$ cat src/rtl/alignment_s_32.sv
// Single-precision pre-add aligner: orders two operands by magnitude and shifts the smaller
// significand right to the larger exponent. Optional G/R/S tracking via `ALIGN_GRS_EN.
module alignment_s_32 #(
  parameter int unsigned SHIFT_STEP = 1,
  parameter int unsigned MAX_SHIFT  = 26
) (
  input  logic        clk,
  input  logic        rst,
  input  logic        in_valid,
  output logic        in_ready,
  input  logic [31:0] a,
  input  logic [31:0] b,
  output logic        out_valid,
  input  logic        out_ready,
  output logic [26:0] man_big,
  output logic [26:0] man_small,
  output logic [7:0]  exp_base,
  output logic        sign_big,
  output logic        sign_small,
  output logic        swapped,
  output logic        special
);

  // Handshake: a transfer happens on a rising edge where valid & ready are both high.
  // in_ready is high only in IDLE; out_valid is high only in DONE, and the result
  // registers hold steady until out_ready completes the transfer.
  typedef enum logic [1:0] {
    IDLE  = 2'd0,
    SHIFT = 2'd1,
    DONE  = 2'd2
  } state_e;

  state_e      state_q, state_d;
  logic        in_ready_q, in_ready_d;
  logic        out_valid_q, out_valid_d;
  logic [26:0] man_big_q, man_big_d;
  logic [26:0] man_small_q, man_small_d;
  logic [7:0]  exp_base_q, exp_base_d;
  logic        sign_big_q, sign_big_d;
  logic        sign_small_q, sign_small_d;
  logic        swapped_q, swapped_d;
  logic        special_q, special_d;
  logic [7:0]  remaining_q, remaining_d;

  // Operand unpack
  logic [7:0]  exp_a, exp_b, eff_a, eff_b;
  logic        hid_a, hid_b;
  logic [26:0] sig_a, sig_b;
  logic        b_greater;
  logic [7:0]  eff_big, eff_small, diff;
  logic [26:0] sig_big, sig_small;
  logic        special_in;
  logic [26:0] collapse_val;

  always_comb begin
    exp_a      = a[30:23];
    exp_b      = b[30:23];
    hid_a      = (exp_a != 8'd0);
    hid_b      = (exp_b != 8'd0);
    eff_a      = hid_a ? exp_a : 8'd1;
    eff_b      = hid_b ? exp_b : 8'd1;
    sig_a      = {hid_a, a[22:0], 3'b000};
    sig_b      = {hid_b, b[22:0], 3'b000};
    // Magnitude order ignores sign; equal magnitudes keep A as the big operand.
    b_greater  = (b[30:0] > a[30:0]);
    eff_big    = b_greater ? eff_b : eff_a;
    eff_small  = b_greater ? eff_a : eff_b;
    sig_big    = b_greater ? sig_b : sig_a;
    sig_small  = b_greater ? sig_a : sig_b;
    diff       = eff_big - eff_small;
    special_in = (exp_a == 8'hFF) || (exp_b == 8'hFF);
`ifdef ALIGN_GRS_EN
    collapse_val = (sig_small != 27'd0) ? 27'h1 : 27'h0;
`else
    collapse_val = 27'h0;
`endif
  end

  // One shift step: move by min(SHIFT_STEP, remaining)
  logic [7:0]  step_n;
  logic [26:0] shifted;
  logic [26:0] step_result;
`ifdef ALIGN_GRS_EN
  logic [26:0] lost_mask;
  logic        lost;
`endif

  always_comb begin
    step_n  = (remaining_q < SHIFT_STEP[7:0]) ? remaining_q : SHIFT_STEP[7:0];
    shifted = man_small_q >> step_n;
`ifdef ALIGN_GRS_EN
    lost_mask   = (27'h1 << step_n) - 27'h1;
    lost        = |(man_small_q & lost_mask);
    step_result = {shifted[26:1], shifted[0] | lost};
`else
    step_result = {shifted[26:3], 3'b000};
`endif
  end

  always_comb begin
    state_d      = state_q;
    in_ready_d   = in_ready_q;
    out_valid_d  = out_valid_q;
    man_big_d    = man_big_q;
    man_small_d  = man_small_q;
    exp_base_d   = exp_base_q;
    sign_big_d   = sign_big_q;
    sign_small_d = sign_small_q;
    swapped_d    = swapped_q;
    special_d    = special_q;
    remaining_d  = remaining_q;

    case (state_q)
      IDLE: begin
        if (in_valid) begin
          man_big_d    = sig_big;
          man_small_d  = sig_small;
          exp_base_d   = eff_big;
          sign_big_d   = b_greater ? b[31] : a[31];
          sign_small_d = b_greater ? a[31] : b[31];
          swapped_d    = b_greater;
          special_d    = special_in;
          remaining_d  = diff;
          in_ready_d   = 1'b0;
          if (special_in || (diff == 8'd0)) begin
            state_d     = DONE;
            out_valid_d = 1'b1;
          end else if (diff > MAX_SHIFT[7:0]) begin
            // Everything would fall off the end: only sticky survives.
            man_small_d = collapse_val;
            state_d     = DONE;
            out_valid_d = 1'b1;
          end else begin
            state_d = SHIFT;
          end
        end
      end
      SHIFT: begin
        man_small_d = step_result;
        remaining_d = remaining_q - step_n;
        if (remaining_q == step_n) begin
          state_d     = DONE;
          out_valid_d = 1'b1;
        end
      end
      DONE: begin
        if (out_ready) begin
          state_d     = IDLE;
          out_valid_d = 1'b0;
          in_ready_d  = 1'b1;
        end
      end
      default: begin
        state_d     = IDLE;
        out_valid_d = 1'b0;
        in_ready_d  = 1'b1;
      end
    endcase
  end

  always_ff @(posedge clk or posedge rst) begin
    if (rst) begin
      state_q      <= IDLE;
      in_ready_q   <= 1'b1;
      out_valid_q  <= 1'b0;
      man_big_q    <= 27'd0;
      man_small_q  <= 27'd0;
      exp_base_q   <= 8'd0;
      sign_big_q   <= 1'b0;
      sign_small_q <= 1'b0;
      swapped_q    <= 1'b0;
      special_q    <= 1'b0;
      remaining_q  <= 8'd0;
    end else begin
      state_q      <= state_d;
      in_ready_q   <= in_ready_d;
      out_valid_q  <= out_valid_d;
      man_big_q    <= man_big_d;
      man_small_q  <= man_small_d;
      exp_base_q   <= exp_base_d;
      sign_big_q   <= sign_big_d;
      sign_small_q <= sign_small_d;
      swapped_q    <= swapped_d;
      special_q    <= special_d;
      remaining_q  <= remaining_d;
    end
  end

  assign in_ready   = in_ready_q;
  assign out_valid  = out_valid_q;
  assign man_big    = man_big_q;
  assign man_small  = man_small_q;
  assign exp_base   = exp_base_q;
  assign sign_big   = sign_big_q;
  assign sign_small = sign_small_q;
  assign swapped    = swapped_q;
  assign special    = special_q;

endmodule

$ cat config.mk
export PLATFORM = sky130hd
export DESIGN_NAME = alignment_s_32
export DESIGN_NICKNAME = d
export VERILOG_FILES = /design/src/rtl/alignment_s_32.sv
export SDC_FILE = /design/constraint.sdc
export NUM_CORES = 1
export LEC_CHECK = 0
export ABC_AREA = 0
export CORE_MARGIN = 3
export CORE_UTILIZATION = 32
export DETAILED_ROUTE_END_ITERATION = 10
export DONT_BUFFER_PORTS = 1
export HOLD_SLACK_MARGIN = 0.05
export SYNTH_ARGS = -nofsm -noshare
export SYNTH_HDL_FRONTEND = slang
export SYNTH_SLANG_ARGS = --single-unit
$ cat constraint.sdc
create_clock -name clk -period 3.3 [get_ports clk]
set_input_delay 0.495 -clock clk [delete_from_list [all_inputs] [get_ports clk]]
set_output_delay 0.495 -clock clk [all_outputs]
set_load 0.1 [all_outputs]
==> results of run 1 <==
==> stage by stage <==
step           cell area [sq um]  TNS [ps]  hold slack, ps  setup slack [ps]  std cells
5_1_grt                     6740    -14960             115              -561        827
6_report                    6740    -11860            77.4              -462        827
2_1_floorplan               5560    -17290             464              -654        570
3_3_place_gp                5930    -27830             451             -1000        790
4_1_cts                     6520    -12250            87.0              -519        818
3_5_place_dp                5930    -29040             455             -1010        790
==> state kept, by name, summed over array words and instances, names as in the netlist <==
signal	cells
exp_base	8
man_small	24
swapped	1
in_ready	1
man_big	24
state_q	2
out_valid	1
remaining_q	8
sign_small	1
sign_big	1
special	1
==> layer usage <==
metal	up-vias	share of wire, %
met2	107	51
met1	2116	41
met4	0	2.0
met5	-	0
li1	2089	-
met3	20	5.5
==> layout by cell type, fill, tap and decap left out, types with 3 or more instances in the layout <==
cell	synthesis	final
ha_1	41	11
nand2_1	54	48
a21oi_1	52	42
clkbuf_16	0	9
a21o_1	3	3
or3_1	4	3
buf_4	8	53
nand2_2	0	6
inv_1	40	12
a21oi_2	0	8
nand4_1	7	7
inv_4	0	7
nor2_2	2	6
and2b_1	7	7
nor2_1	24	18
buf_12	3	3
mux2i_1	53	51
conb_1	1	6
nor4_1	6	6
nand2b_1	5	4
ha_4	0	29
nand3_1	4	4
dfrtp_1	71	71
mux2_4	6	7
o21ai_1	19	34
o21ai_0	52	35
mux2_2	6	5
nor2b_1	21	20
inv_2	0	17
nor3_1	3	3
buf_6	4	5
o211ai_1	4	4
==> worst max-delay path, cell delays in order <==
cell and delay [ps]:
inv_2 30, ha_4 280, nand2_2 80, o21ai_4 180
a211oi_4 110, mux2_4 280, a41o_4 270, buf_12 140
buf_12 120, mux2i_4 190, buf_6 130, fa_2 370
nor2b_4 150, o211ai_1 150, a311oi_4 340, o311ai_1 130
or3_4 380, o211a_1 140
==> timing repair <==
item	CTS	global route
hold endpoints to repair	0	0
endpoints found under the setup margin	32	32
setup buffers	13	9
pin swaps	17	11
cloned	1	0
resized for setup	41	36
==> kinds of logic after synthesis <==
group	Yosys count
compound gates	158
xor+xnor	5
fa+ha+maj	42
buf+inv	72
flops	72
mux	65
other cells	1
simple gates	150
==> worst max-delay path by stage <==
stage               cells past startpoint  start             to
detailed placement                     18  a[18]      out_valid
finish                                 18  a[26]     state_q[1]
global route                           20  a[22]  man_small[19]
floorplan                              18  a[30]      out_valid
CTS                                    18   a[7]     state_q[1]
global placement                       18  a[10]      out_valid
==> cell type report <==
type / instances / share of cell area [%]
Timing Repair Buffer: 61 / 7.63
Sequential cell: 72 / 26.7
Multi-Input combinational cell: 427 / 54.2
Clock inverter: 6 / 1.00
Clock buffer: 10 / 3.54
Inverter: 40 / 2.99
Tap cell: 211 / 3.92
==> impl_metrics.toml, run 1 <==
[critical_path]
path_max_fanout = 5
endpoint_kind = "flop"
r2r_cells = 7
crit_required_ps = 3530
r2r-start = "state_q[0]"
path_class = "primary input to flop"
worstSetupStartpointType = "primary input"
r2r-end = "man_small[14]"
cp_data_arrival_time_ps = 3990
reg2reg_setup_slack_ps = 910

[logic_synthesis]
synth_area_leaders = "dfrtp_1 (34%), mux2i_1 (10%), ha_1 (9.9%)"
synth-simple-area-share_pct = 15.2
synth_top_area_cell = "dfrtp_1"
synth_compound_area_share_pct = 18.2
ys.flop_type = "dfrtp_1"
synth_xor_area_share_pct = 0.845
synth_top_area_share_pct = 34.3
synth.yosys.seq_area_share_pct = 34.8
synth_top_family_by_area = "compound AO/OA/AOI/OAI gates"
synthMuxAreaShare_pct = 13.3
yosysWarningCount = 0
synth_common_cells = "dfrtp_1 (71), nand2_1 (54), mux2i_1 (53)"
mappedNetlistArea_sq_mm = 0.00518
yosys.cell_count.top_type = "dfrtp_1"
synth_edf_count = 0
synthAdderAreaFrac_pct = 10.3
async_flop_share_pct = 100
synth_cell_types = 60
avgSynthCellArea_sq_um = 9.18
yosys_register_bits = 72
netlist_instances = 565

[drt]
drtAntennaViolNets = 0
route.detailed.drc = 0
route.vias.total = 4332
firstDrtPassIters = 4
wl_mm = 15.3
drt_iter0_markers = 220
viasPerCell = 5.24
wl_per_cell_microns = 18.5

[global_routing]
grt_max_degree = 52
grt_use_total_pct = 17.0
top_usage_layer = "met2"
use_met2_pct = 29.6
use_met1_pct = 20.3
grt_overflow = 0
first_global_vias = 4481
use_met3_pct = 4.68
antenna_found_initial = 0
grt_pass1_wl_mm = 24.1

[min_path]
hold_class = "primary input to async pin"

[clock_tree]
cts_buffers = 9
clkSlewWorstSetupHoldPaths_ps = 60
clk_path_buf_depth = 2
clock_sinks = 72
clk_latency_ps = 340
postCtsHoldBufs = 0
root_buffer = "clkbuf_16"
htreeDepth = 3
cts_tree = "done"

[timing]
fmax_ghz = 0.266
period_share_pct = 114
tightest_slew_ps = 980
setup_ws_ps = -462
hold_viol = 0
rsz0062_at_grt = "yes"
max-slew-margin-rel_pct = 34.6
skew_ps = 8.11
finalSetupViolCount = 30
drv_slew = 0
min_period_ps = 3760

[final_layout]
diodes = 0
layout.nets = 721
multiInputGateArea_sq_mm = 0.00365
final_util_pct = 43.4
area_growth_pct = 30.0
drive_above_1_share_pct = 32.8
regArea_sq_mm = 0.00180
fillers = 1479

[floorplanning]
die_y_microns = 133
rows = 45
die_area_sq_mm = 0.0178
die_width_microns = 133
initial_core_util_pct = 33.4
core_sq_mm = 0.0155
io_pins = 136

[placement]
place.gp.congestion = 0.895
hpwl_mm = 11.6
portBuffers = 0

[outcome]
violations = "negative setup slack"
status = "finished, violations left"

[flow_run]
timing.max_cap.violations = 0
Power of run 1 is left out: the tool's default activity adds up to more than one toggle a clock period on the data nets, which glitch-free logic cannot reach.
==> inputs of run 2 (changes only) <==
--- a/config.mk
+++ b/config.mk
@@ -8,6 +8,7 @@
 export ABC_AREA = 0
 export CORE_MARGIN = 3
 export CORE_UTILIZATION = 32
+export CTS_CLUSTER_DIAMETER = 150
 export DETAILED_ROUTE_END_ITERATION = 10
 export DONT_BUFFER_PORTS = 1
 export HOLD_SLACK_MARGIN = 0.05
==> results of run 2 <==
Same layout as run 1: the final DEF is identical, and so are final timing and power.
Power of run 2 is left out for the same reason.
==> inputs of run 3 (changes only) <==
==> constraint.sdc (replaced) <==
create_clock -name clk -period 4.8 [get_ports clk]
set_input_delay 0.72 -clock clk [delete_from_list [all_inputs] [get_ports clk]]
set_output_delay 0.72 -clock clk [all_outputs]
set_load 0.1 [all_outputs]
==> impl_metrics.toml, run 3 (synthesized netlist as in run 1, its figures left out) <==
[clock_tree]
clock_sinks = 72
cts_buffers = 9
clk_path_buf_depth = 2
cts_setup_buffers = 0
cts_tree = "done"
clkSlewWorstSetupHoldPaths_ps = 60
htreeDepth = 3
cts_resized = 0
clk_latency_ps = 340
root_buffer = "clkbuf_16"
postCtsHoldBufs = 0

[floorplanning]
rows = 45
io_pins = 136
initial_core_util_pct = 33.4
core_sq_mm = 0.0155
die_area_sq_mm = 0.0178
die_y_microns = 133
die_width_microns = 133

[timing]
fmax_ghz = 0.233
max-slew-margin-rel_pct = 32.7
tns_ps = 0
min_period_ps = 4290
skew_ps = 5.43
hold_viol = 0
drv_slew = 0
period_share_pct = 89.5
tightest_slew_ps = 1010
finalSetupViolCount = 0
rsz0062_at_grt = "no"

[final_layout]
layout.nets = 669
area_growth_pct = 9.15
final_cell_mix = "dfrtp_1 (71), nand2_1 (53), mux2i_1 (53), o21ai_0 (52), a21oi_1 (51)"
final_common_cell = "dfrtp_1"
drive_above_1_share_pct = 9.75
diodes = 0

[global_routing]
grt_max_degree = 63
grt_overflow = 0
grt_pass1_wl_mm = 22.7
antenna_found_initial = 0
first_global_vias = 4081
grt_use_total_pct = 16.2

[drt]
drtAntennaViolNets = 0
topRoutingLayerUsed = "met4"
wl_mm = 14.3
viasPerCell = 5.25
drt_iter0_markers = 247
route.vias.total = 4067
route.detailed.drc = 0
wl_met2_mm = 6.54
firstDrtPassIters = 4
wl_met3_mm = 1.12
wl_per_cell_microns = 18.5
wl_met1_mm = 6.37

[critical_path]
r2r_cells = 7
worstSetupStartpointType = "primary input"
endpoint_kind = "flop"
crit_required_ps = 5020
cp_data_arrival_time_ps = 4510
r2r-end = "man_small[25]"
path_max_fanout = 4
r2r-start = "state_q[0]"
path_class = "primary input to flop"
reg2reg_setup_slack_ps = 2220

[placement]
portBuffers = 0
hpwl_mm = 10.9
place.gp.congestion = 0.874

[flow_run]
timing.max_cap.violations = 0

[min_path]
hold_class = "primary input to async pin"

[outcome]
status = "finished, final reports clean"
==> run 3: changes by cell type in the layout (fill, tap and decap cells not counted), sizes merged <==
cell      delta
inv          -1
clkinv       -2
a41o         -1
clkinvlp     -1
clkbuf       +4
buf         -51
==> run 3: final cells by class <==
class                      count  area [sq um]
fill                        1633          9880
multi-input combinational    426          3030
sequential                    72          1800
clock buffer                  14           274
tap                          211           264
inverter                      40           151
timing repair buffer          10           100
clock inverter                 2          37.5
==> run 3: critical path, cell delays in order <==
cell and delay [ps]:
inv_1 20, ha_1 310, nand4_2 150, nor4_2 430, and2_1 190, mux2_4 150
a41o_4 130, mux2_2 360, ha_1 200, fa_1 400, nor2b_1 200, o211ai_1 170
a311oi_4 410, o311ai_1 150, or3_1 380, nand2_1 80, o21ai_0 60
==> run 3: stage by stage <==
| step | worst slack, ps | instance area, sq um | hold WS (ps) | instances | util, % |
|---|---|---|---|---|---|
| global placement | 154 | 5350 | 502 | 759 | 34.4 |
| global route | 218 | 5660 | 387 | 775 | 36.4 |
| floorplan | 329 | 5200 | 464 | 570 | - |
| detailed placement | 118 | 5350 | 494 | 759 | 34.4 |
| finish | 505 | 5660 | 340 | 775 | 36.4 |
| CTS | 479 | 5660 | 353 | 775 | 36.4 |
==> run 3: layer usage <==
metal,global-route usage (%),vias up
met3,4.98,16
met4,6.69,0
li1,-,1979
met2,25.8,127
met5,0,-
met1,20.5,1945
==> run 3: worst max path at each step <==
stage          startpoint             to  slack [ps]  cells past startpoint
2_1_floorplan       a[28]     state_q[1]         330                     18
3_3_place_gp        a[21]      out_valid         150                     17
3_5_place_dp        a[17]      out_valid         120                     17
4_1_cts             a[21]      out_valid         480                     17
5_1_grt             a[21]  man_small[11]         220                     18
6_report            a[21]      out_valid         510                     17
Power of run 3 is left out for the same reason.
